===== config.mk =====
export PLATFORM = sky130hd
export DESIGN_NAME = trip_emulator
export DESIGN_NICKNAME = d
export VERILOG_FILES = /design/src/rtl/trip_pkg.sv /design/src/rtl/trip_timer.sv /design/src/rtl/trip_emulator.sv
export SDC_FILE = /design/constraint.sdc
export NUM_CORES = 1
export LEC_CHECK = 0
export ABC_AREA = 1
export BUFFER_PORTS_ARGS = -buffer_cell sky130_fd_sc_hd__clkbuf_2
export CORE_MARGIN = 2
export CORE_UTILIZATION = 55
export CTS_BUF_LIST = sky130_fd_sc_hd__clkbuf_4
export DETAILED_ROUTE_END_ITERATION = 12
export PLACE_DENSITY = 0.77
export SLEW_MARGIN = 20
export SYNTH_ARGS = -nofsm -noshare
export SYNTH_HDL_FRONTEND = slang
export SYNTH_SLANG_ARGS = --single-unit

===== constraint.sdc =====
create_clock -name CLK -period 2.7 [get_ports CLK]
set_clock_uncertainty 0.1 [all_clocks]
set_input_delay 0.405 -clock CLK [delete_from_list [all_inputs] [get_ports CLK]]
set_output_delay 0.405 -clock CLK [all_outputs]
set_load 0.005 [all_outputs]

===== src/rtl/trip_pkg.sv =====
// trip_pkg: shared definitions for the trip-event emulator.
//   - trip_state_t : sequencer states (IDLE, RUN1, RUN2, HOLD)
//   - TRIP_CNT_W   : default width of delays and run counter
//   - TRIP_HOLD_CYC: default number of cycles both trip lines stay high
// These defaults are also used by the getCycles benches so that both sides
// agree on counter width and hold length.
package trip_pkg;

    typedef enum logic [1:0] {
        IDLE = 2'd0,
        RUN1 = 2'd1,
        RUN2 = 2'd2,
        HOLD = 2'd3
    } trip_state_t;

    localparam int TRIP_CNT_W    = 32;
    localparam int TRIP_HOLD_CYC = 16;

endpackage : trip_pkg


===== src/rtl/trip_timer.sv =====
// trip_timer: loadable up-counter with equality match.
// Ports:
//   clk       - rising-edge clock
//   rst_n     - asynchronous active-low reset (counter -> 0)
//   clr       - synchronous clear (highest priority after reset)
//   load      - synchronous load of load_val
//   load_val  - value loaded when load is high
//   en        - count enable (+1 per cycle)
//   match_val - compare value
//   match     - high while the current count equals match_val
module trip_timer #(
    parameter int W = 32
) (
    input  logic         clk,
    input  logic         rst_n,
    input  logic         clr,
    input  logic         load,
    input  logic [W-1:0] load_val,
    input  logic         en,
    input  logic [W-1:0] match_val,
    output logic         match
);

    logic [W-1:0] count_r;

    // Counter register: clear beats load beats increment.
    always_ff @(posedge clk or negedge rst_n) begin
        if (!rst_n) begin
            count_r <= {W{1'b0}};
        end else if (clr) begin
            count_r <= {W{1'b0}};
        end else if (load) begin
            count_r <= load_val;
        end else if (en) begin
            count_r <= count_r + W'(1);
        end else begin
            count_r <= count_r;
        end
    end

    // Equality compare against the currently selected delay.
    always_comb begin
        match = (count_r == match_val);
    end

endmodule : trip_timer


===== src/rtl/trip_emulator.sv =====
// trip_emulator: programmable trip-event generator for the getCycles path.
// On an accepted start it latches two delays and raises trippedone/trippedtwo
// exactly delay1/delay2 cycles after the start edge, holds both high for
// HOLD_CYC cycles after trippedtwo rises, then releases them and pulses done.
// Ports:
//   CLK           - clock, rising edge
//   RST           - asynchronous reset, active-low
//   startSequence - arm request, honoured only while idle and abort is low
//   abort         - synchronous cancel back to idle, no done
//   delay1/delay2 - cycle delays, sampled at the start edge
//   trippedone    - emulated first sensor trip (registered)
//   trippedtwo    - emulated second sensor trip (registered)
//   busy          - high whenever a sequence is in progress
//   done          - one-cycle pulse on normal completion
//   cfgErr        - sticky: latched delay2 was below delay1
module trip_emulator
    import trip_pkg::*;
#(
    parameter int CNT_W    = TRIP_CNT_W,
    parameter int HOLD_CYC = TRIP_HOLD_CYC
) (
    input  logic             CLK,
    input  logic             RST,
    input  logic             startSequence,
    input  logic             abort,
    input  logic [CNT_W-1:0] delay1,
    input  logic [CNT_W-1:0] delay2,
    output logic             trippedone,
    output logic             trippedtwo,
    output logic             busy,
    output logic             done,
    output logic             cfgErr
);

    localparam int HOLD_W = 16;

    trip_state_t       state_r, state_s;
    logic [CNT_W-1:0]  d1_r, d1_s;
    logic [CNT_W-1:0]  d2_r, d2_s;
    logic [HOLD_W-1:0] hold_r, hold_s;
    logic              trip1_r, trip1_s;
    logic              trip2_r, trip2_s;
    logic              busy_r, busy_s;
    logic              done_r, done_s;
    logic              cfg_err_r, cfg_err_s;

    logic [CNT_W-1:0]  eff1_s, eff2_s;
    logic [CNT_W-1:0]  match_val_s;
    logic              tmr_clr_s, tmr_load_s, tmr_en_s, tmr_match_s;

    // The run counter is loaded with 1 at the start edge, so just before
    // edge E0+k it holds k and an equality match fires exactly on edge E0+k.
    trip_timer #(
        .W (CNT_W)
    ) u_run_timer (
        .clk       (CLK),
        .rst_n     (RST),
        .clr       (tmr_clr_s),
        .load      (tmr_load_s),
        .load_val  (CNT_W'(1)),
        .en        (tmr_en_s),
        .match_val (match_val_s),
        .match     (tmr_match_s)
    );

    // Effective delays: zero counts as one.
    always_comb begin
        if (delay1 == {CNT_W{1'b0}}) begin
            eff1_s = CNT_W'(1);
        end else begin
            eff1_s = delay1;
        end
        if (delay2 == {CNT_W{1'b0}}) begin
            eff2_s = CNT_W'(1);
        end else begin
            eff2_s = delay2;
        end
    end

    // Compare target follows the phase of the sequence.
    always_comb begin
        if (state_r == RUN1) begin
            match_val_s = d1_r;
        end else begin
            match_val_s = d2_r;
        end
    end

    // Next-state and next-output logic.
    always_comb begin
        state_s    = state_r;
        d1_s       = d1_r;
        d2_s       = d2_r;
        hold_s     = hold_r;
        trip1_s    = trip1_r;
        trip2_s    = trip2_r;
        done_s     = 1'b0;
        cfg_err_s  = cfg_err_r;
        tmr_clr_s  = 1'b0;
        tmr_load_s = 1'b0;
        tmr_en_s   = 1'b0;

        case (state_r)
            IDLE: begin
                if (startSequence && !abort) begin
                    state_s    = RUN1;
                    d1_s       = eff1_s;
                    tmr_load_s = 1'b1;
                    hold_s     = {HOLD_W{1'b0}};
                    trip1_s    = 1'b0;
                    trip2_s    = 1'b0;
                    if (eff2_s < eff1_s) begin
                        d2_s      = eff1_s;
                        cfg_err_s = 1'b1;
                    end else begin
                        d2_s      = eff2_s;
                        cfg_err_s = 1'b0;
                    end
                end else begin
                    state_s = IDLE;
                end
            end

            RUN1: begin
                if (abort) begin
                    state_s   = IDLE;
                    trip1_s   = 1'b0;
                    trip2_s   = 1'b0;
                    tmr_clr_s = 1'b1;
                end else if (tmr_match_s) begin
                    trip1_s = 1'b1;
                    if (d2_r == d1_r) begin
                        trip2_s = 1'b1;
                        state_s = HOLD;
                        hold_s  = {HOLD_W{1'b0}};
                    end else begin
                        state_s  = RUN2;
                        tmr_en_s = 1'b1;
                    end
                end else begin
                    tmr_en_s = 1'b1;
                end
            end

            RUN2: begin
                if (abort) begin
                    state_s   = IDLE;
                    trip1_s   = 1'b0;
                    trip2_s   = 1'b0;
                    tmr_clr_s = 1'b1;
                end else if (tmr_match_s) begin
                    trip2_s = 1'b1;
                    state_s = HOLD;
                    hold_s  = {HOLD_W{1'b0}};
                end else begin
                    tmr_en_s = 1'b1;
                end
            end

            HOLD: begin
                if (abort) begin
                    state_s   = IDLE;
                    trip1_s   = 1'b0;
                    trip2_s   = 1'b0;
                    tmr_clr_s = 1'b1;
                end else if (hold_r == HOLD_W'(HOLD_CYC - 1)) begin
                    state_s   = IDLE;
                    trip1_s   = 1'b0;
                    trip2_s   = 1'b0;
                    done_s    = 1'b1;
                    tmr_clr_s = 1'b1;
                end else begin
                    hold_s = hold_r + HOLD_W'(1);
                end
            end

            default: begin
                state_s   = IDLE;
                trip1_s   = 1'b0;
                trip2_s   = 1'b0;
                tmr_clr_s = 1'b1;
            end
        endcase

        busy_s = (state_s != IDLE);
    end

    // State and registered outputs.
    always_ff @(posedge CLK or negedge RST) begin
        if (!RST) begin
            state_r   <= IDLE;
            d1_r      <= {CNT_W{1'b0}};
            d2_r      <= {CNT_W{1'b0}};
            hold_r    <= {HOLD_W{1'b0}};
            trip1_r   <= 1'b0;
            trip2_r   <= 1'b0;
            busy_r    <= 1'b0;
            done_r    <= 1'b0;
            cfg_err_r <= 1'b0;
        end else begin
            state_r   <= state_s;
            d1_r      <= d1_s;
            d2_r      <= d2_s;
            hold_r    <= hold_s;
            trip1_r   <= trip1_s;
            trip2_r   <= trip2_s;
            busy_r    <= busy_s;
            done_r    <= done_s;
            cfg_err_r <= cfg_err_s;
        end
    end

    assign trippedone = trip1_r;
    assign trippedtwo = trip2_r;
    assign busy       = busy_r;
    assign done       = done_r;
    assign cfgErr     = cfg_err_r;

endmodule : trip_emulator


== After elaboration in Yosys (flattened, before gate mapping) ==
Index checks and enable logic that the tools add are counted.
Storage, ports and cells
  register bits: 119
  bits of input ports: 68
  output and inout bits: 5
  logic and storage cells: 95
Operators by class
  add/sub/neg operators: 2
  $lt $le $gt $ge: 1
  eq/ne operators: 19
  multiplexer cells: 51
  reduce and logical (&&, ||, !) cells: 12
Operator list (count)
  $mux W32: 7
  $mux W16: 8
  $eq A32 B32 Y1: 2
  $logic_not A32 Y1: 2
  $pmux W16 S4: 1
  $add A32 B1 Y32 const B: 1
  $lt A32 B32 Y1: 1
  $mux W1: 24
  $add A16 B1 Y16 const B: 1
  $eq A16 B4 Y1 const B: 1
  $ne A2 B2 Y1 const B: 8
  $mux W2: 6
  $ne A3 B3 Y1 const B: 3
  $pmux W1 S4: 2
  $pmux W2 S4: 1
  $reduce_and A8 Y1: 1
  $reduce_and A5 Y1: 1
  $eq A2 B2 Y1 const B: 2
  $pmux W1 S2: 2
  $reduce_and A4 Y1: 1
  $ne A3 B2 Y1 const B: 1
  $reduce_bool A3 Y1: 1
  $eq A2 B1 Y1 const B: 1
  $logic_not A2 Y1: 1
  6 further kinds: 6

== Longest topological paths before layout ==
  depth after elaboration: 9
  depth in mapped cells: 21
  gate-level depth less buffers: 20

== Hierarchy ==
From an unflattened synthesis, not the netlist that was laid out.
Second synthesis, totals
  cell total of the unflattened synthesis: 1386
  area, all modules: 9096.2 um2
Modules (own cells, without submodules)
  trip_emulator: times used 1, cells an instance 904, area an instance 6150.9 um2, sequential area each 2177.1 um2
  trip_timer: times used 1, cells an instance 482, area an instance 2945.3 um2, sequential area each 800.8 um2

== Least setup slack after synthesis ==
Ideal clock, no wire load.
  path type: reg-to-reg
  start point: register state_r[1]
  end point: register u_run_timer.count_r[31]
  library setup time: 0.117 ns
  data arrival time: 2.350 ns
  data required time: 2.483 ns
  slack: 0.134 ns
  cell stages (with the launch flop): 18
  path buffers: 3
  clock period less this slack: 2.566 ns
  path through: dfrtp_1 -> inv_1 -> ha_1 -> buf_4 -> inv_2 -> buf_4 -> o21ai_0 -> xnor2_1 -> nand4_1 -> nor3_1 -> nand4_2 -> nand2_1 -> nand3_1 -> nand2_2 -> nand2_4 -> buf_6 -> nand2_1 -> nand2_1
Between the ends
  word-level cells in the longest chain between the ends: 7
  elaborated cells between the ends (all ways): 17
  those cells by class: eq/ne (4); mux (10); reduce/logical (3)
Ends and longest elaborated chain
  start, declared: line trip_emulator.sv:37  | trip_state_t state_r, state_s;
  start signal, assigned: line trip_emulator.sv:201  | state_r <= state_s;
  $eq A2 B1 Y1: line trip_emulator.sv:82, trip_emulator.sv:103
  $mux W32: line trip_emulator.sv:82  | if (state_r == RUN1) begin
  $eq A32 B32 Y1: line trip_timer.sv:43  | match = (count_r == match_val);
  $mux W1, on equally long branches: line trip_emulator.sv:151, trip_emulator.sv:130
  $mux W1, on equally long branches: line trip_emulator.sv:146, trip_emulator.sv:125
  $pmux W1 S2: line trip_emulator.sv:103  | case (state_r)
  $reduce_bool A3 Y1 (no line)
  end signal, assigned: line trip_timer.sv:33  | count_r <= load_val;
  end signal, assigned: line trip_timer.sv:35  | count_r <= count_r + W'(1);
  end signal, assigned: line trip_timer.sv:37  | count_r <= count_r;
  end, declared: line trip_timer.sv:24  | logic [W-1:0] count_r;
Parallel ways exist; a longest one is shown, timed or not.
A chain may end at the register's enable or synchronous reset.

== Worst setup path after layout ==
  start point: register state_r[0]
  end point: register u_run_timer.count_r[13]
The elaborated chain is that of the path after synthesis.

==> results by group <==
Status
  • Status: finished with violations
  • Failing checks: setup timing

Drt
  • Initial DRC count: 899
  • First-pass DRT Iterations: 6
  • Drt wl/cell: 15.1 microns
  • Number of remaining DRC errors: 0
  • Via count: 8862
  • Number of vias per cell: 5.45
  • Antenna Nets Post-Route: 0
  • Post-Route WL: 24600 microns

STA
  • Worst-Margin Slew: 0.572 ns
  • Clock period minus worst slack: 2.84 ns
  • Final Hold Fails: 0
  • Final setup margin: -0.138 ns
  • Peak Freq: 352 MHz
  • Final period util: 1.05
  • Worst slew margin: 0.619
  • Endpoints failing setup: 49
  • Slew Viols, Final: 0
  • RSZ-0062 raised after global routing: yes
  • Worst hold slack: 0.0261 ns

Global routing
  • Total gr overflow: 0
  • Number of global-route vias before repair: 8134
  • First-pass GRT wire length: 39000 microns
  • All-Layer GR Usage: 0.272
  • Initial antenna violation count: 1
  • Largest net degree at the start of global routing: 86

Power
  • Switching pwr: 4260 uW
  • Net Sw Frac: 0.449
  • Clk pwr share: 0.138
  • Pleak: 0.00517 uW
  • Power Density: 892 nW/um^2
  • Gate power share: 0.513
  • P_int: 5240 uW
  • Sequential power share: 0.349
  • Peak supply drop: 387 uV

Synth
  • EDFF count, synth: 0
  • Post-synthesis cell type count: 34
  • Cell Area, Synth: 8900 sq um
  • Cells after synthesis: 1325
  • Synthesized Nets: 1431
  • Ys flop type: dfrtp_1
  • Fraction of registers with async set or reset after synthesis: 1.00
  • Post-synthesis sequential area ratio: 0.335
  • Yosys warns: 0
  • FF+latch count, synth: 119
  • Avg Cell Area, Syn: 6.72 sq um

Floorplan
  • Initial Util: 0.562
  • Die W: 131 microns
  • Die height: 131 microns
  • Core Area: 15800 sq um
  • IO Count: 73
  • Rows: 46
  • Die area: 17200 sq um

Worst setup path
  • R2R cell count: 15
  • Worst Setup SP: state_r[0]
  • Crit Path Max Fanout: 11
  • Worst r2r src: state_r[0]
  • WP data arrival: 3.18 ns
  • Setup CP Type: reg2reg
  • R2R Setup Slk: -0.14 ns
  • Worst Setup Start Kind: flop
  • Critical Path RT: 3.04 ns
  • CP endpoint kind: flop

Final layout
  • Fin nets: 1502
  • Reg area: 2980 sq um
  • Commonest non-fill, non-tap cell in the layout: nand2_1
  • Multi-input gate area: 5320 sq um
  • Final-layout fill cell count: 1345
  • Share of cells above drive strength 1: 0.155
  • Commonest non-fill, non-tap cells in the layout: 357 x nand2_1, 166 x inv_1, 126 x nand3_1
  • Layout area overhead: 19.8%

Clocking
  • Skew-Pair Late Insertion Delay: 0.55 ns
  • CTS tree: done
  • Bufs on Longest Clock Path: 2
  • CTS buffer count: 17
  • CTS Sinks: 119
  • H-tree Lvls: 4
  • Root buf cell: clkbuf_4
  • CTS clock-pin slew for the worst setup and hold paths: 0.11 ns

Worst hold path
  • Hold Startpoint: delay1[7]
  • HP Class: in2reg
  • Hold path depth: 3

Placed design
  • DP Wirelength: 16700 microns
  • Pre-CTS setup slack: -0.152 ns
  • Number of port buffers: 72
  • Gp weighted congestion: 0.899

Run
  • Maxcap violations: 0
[final timing paths]
| kind | endpoint |
|---|---|
| worst max register to register | u_run_timer.count_r[13] |
| worst min-delay path | d1_r[7] |
| worst max-delay path | u_run_timer.count_r[13] |
| worst min register to register | trippedone |
| max in group asynchronous | d2_r[23] |
| min in group asynchronous | hold_r[4] |
[registers in the layout (all words and copies together), names as in the netlist]
name	flops
trippedtwo	1
cfgErr	1
state_r	2
d2_r	32
trippedone	1
done	1
u_run_timer.count_r	32
busy	1
hold_r	16
d1_r	32
[power groups by stage]
stage                     Sequential, uW  Clock (uW)  Combinational (uW)
after floorplan                     3020           0                3050
after global placement              3280           0                3730
after detailed placement            3300           0                3830
after CTS                           3270        1330                4250
after global routing                3390        1420                5400
final                               3310        1320                4880
[per-stage QoR]
step	instances	power [uW]	util	setup TNS [ns]	area, sq um
2_1_floorplan	1325	6070	-	0	8900
3_3_place_gp	1563	7010	0.599	-3.69	9480
3_5_place_dp	1563	7130	0.599	-5.97	9480
4_1_cts	1612	8850	0.639	0	10100
5_1_grt	1625	10200	0.673	-9.64	10700
6_report	1625	9500	0.673	-3.73	10700
[worst max-delay path, stage by stage (launching register included)]
cell and delay (ns):
dfrtp_1 0.42, ha_4 0.20, buf_4 0.15, clkbuf_16 0.16, o21ai_0 0.27, xor2_1 0.23, nand4_1 0.14, nor2_2 0.17
nand4_4 0.16, nand2_4 0.12, nand3_4 0.09, nand2_8 0.14, buf_12 0.14, nand2_8 0.08, nand2_2 0.09, nand2_1 0.06
[cell usage after synthesis, drive strengths merged, types with 3 or more instances]
master,instances,area share
a21oi,18,0.010
buf,22,0.017
clkbuf,61,0.026
dfrtp,119,0.33
ha,38,0.053
inv,170,0.072
nand2,384,0.16
nand3,131,0.074
nand4,25,0.018
nor2,104,0.044
nor3,52,0.029
nor4,17,0.013
o21ai,78,0.044
o31ai,7,0.0059
or2,3,0.0021
xnor2,29,0.029
xor2,59,0.058
[final cells by class]
cell class,instances,area share
flip-flops and latches,119,0.279
repair buffers,130,0.105
inverters,170,0.0608
clock inverters,11,0.0124
well taps,216,0.0254
clock buffers,20,0.0141
multi-input cells,956,0.499
repair inverters,2,0.00305
diodes,1,0.000235
[kinds of logic (layout without fill, tap and decap cells)]
group / after synthesis / count (layout) / share of synthesized area
and+or+nand+nor: 718 / 721 / 0.345
buffers and inverters: 253 / 333 / 0.114
DFF: 119 / 119 / 0.335
AOI/OAI and AO/OA: 109 / 109 / 0.0659
xor gates and xnor gates: 88 / 88 / 0.0866
adders and majority gates: 38 / 38 / 0.0534
other: 0 / 1 / 0
[timing repair]
| item | 4_1_cts | 5_1_grt |
|---|---|---|
| resized for setup | 32 | 97 |
| buffers inserted | 3 | 4 |
| hold endpoints to repair | 47 | 0 |
| hold buffers | 11 | 0 |
| gates cloned | 4 | 8 |
| endpoints found under the setup margin | 48 | 85 |
| pin swaps | 4 | 4 |
[layer usage]
layer | global-route usage | up-vias | share of wire
met2 | 0.430 | 357 | 0.47
met5 | 0 | - | 0
met1 | 0.379 | 4073 | 0.44
met4 | 0.105 | 0 | 0.031
li1 | - | 4367 | -
met3 | 0.0378 | 65 | 0.062
Power figures use the tool's default switching activity.
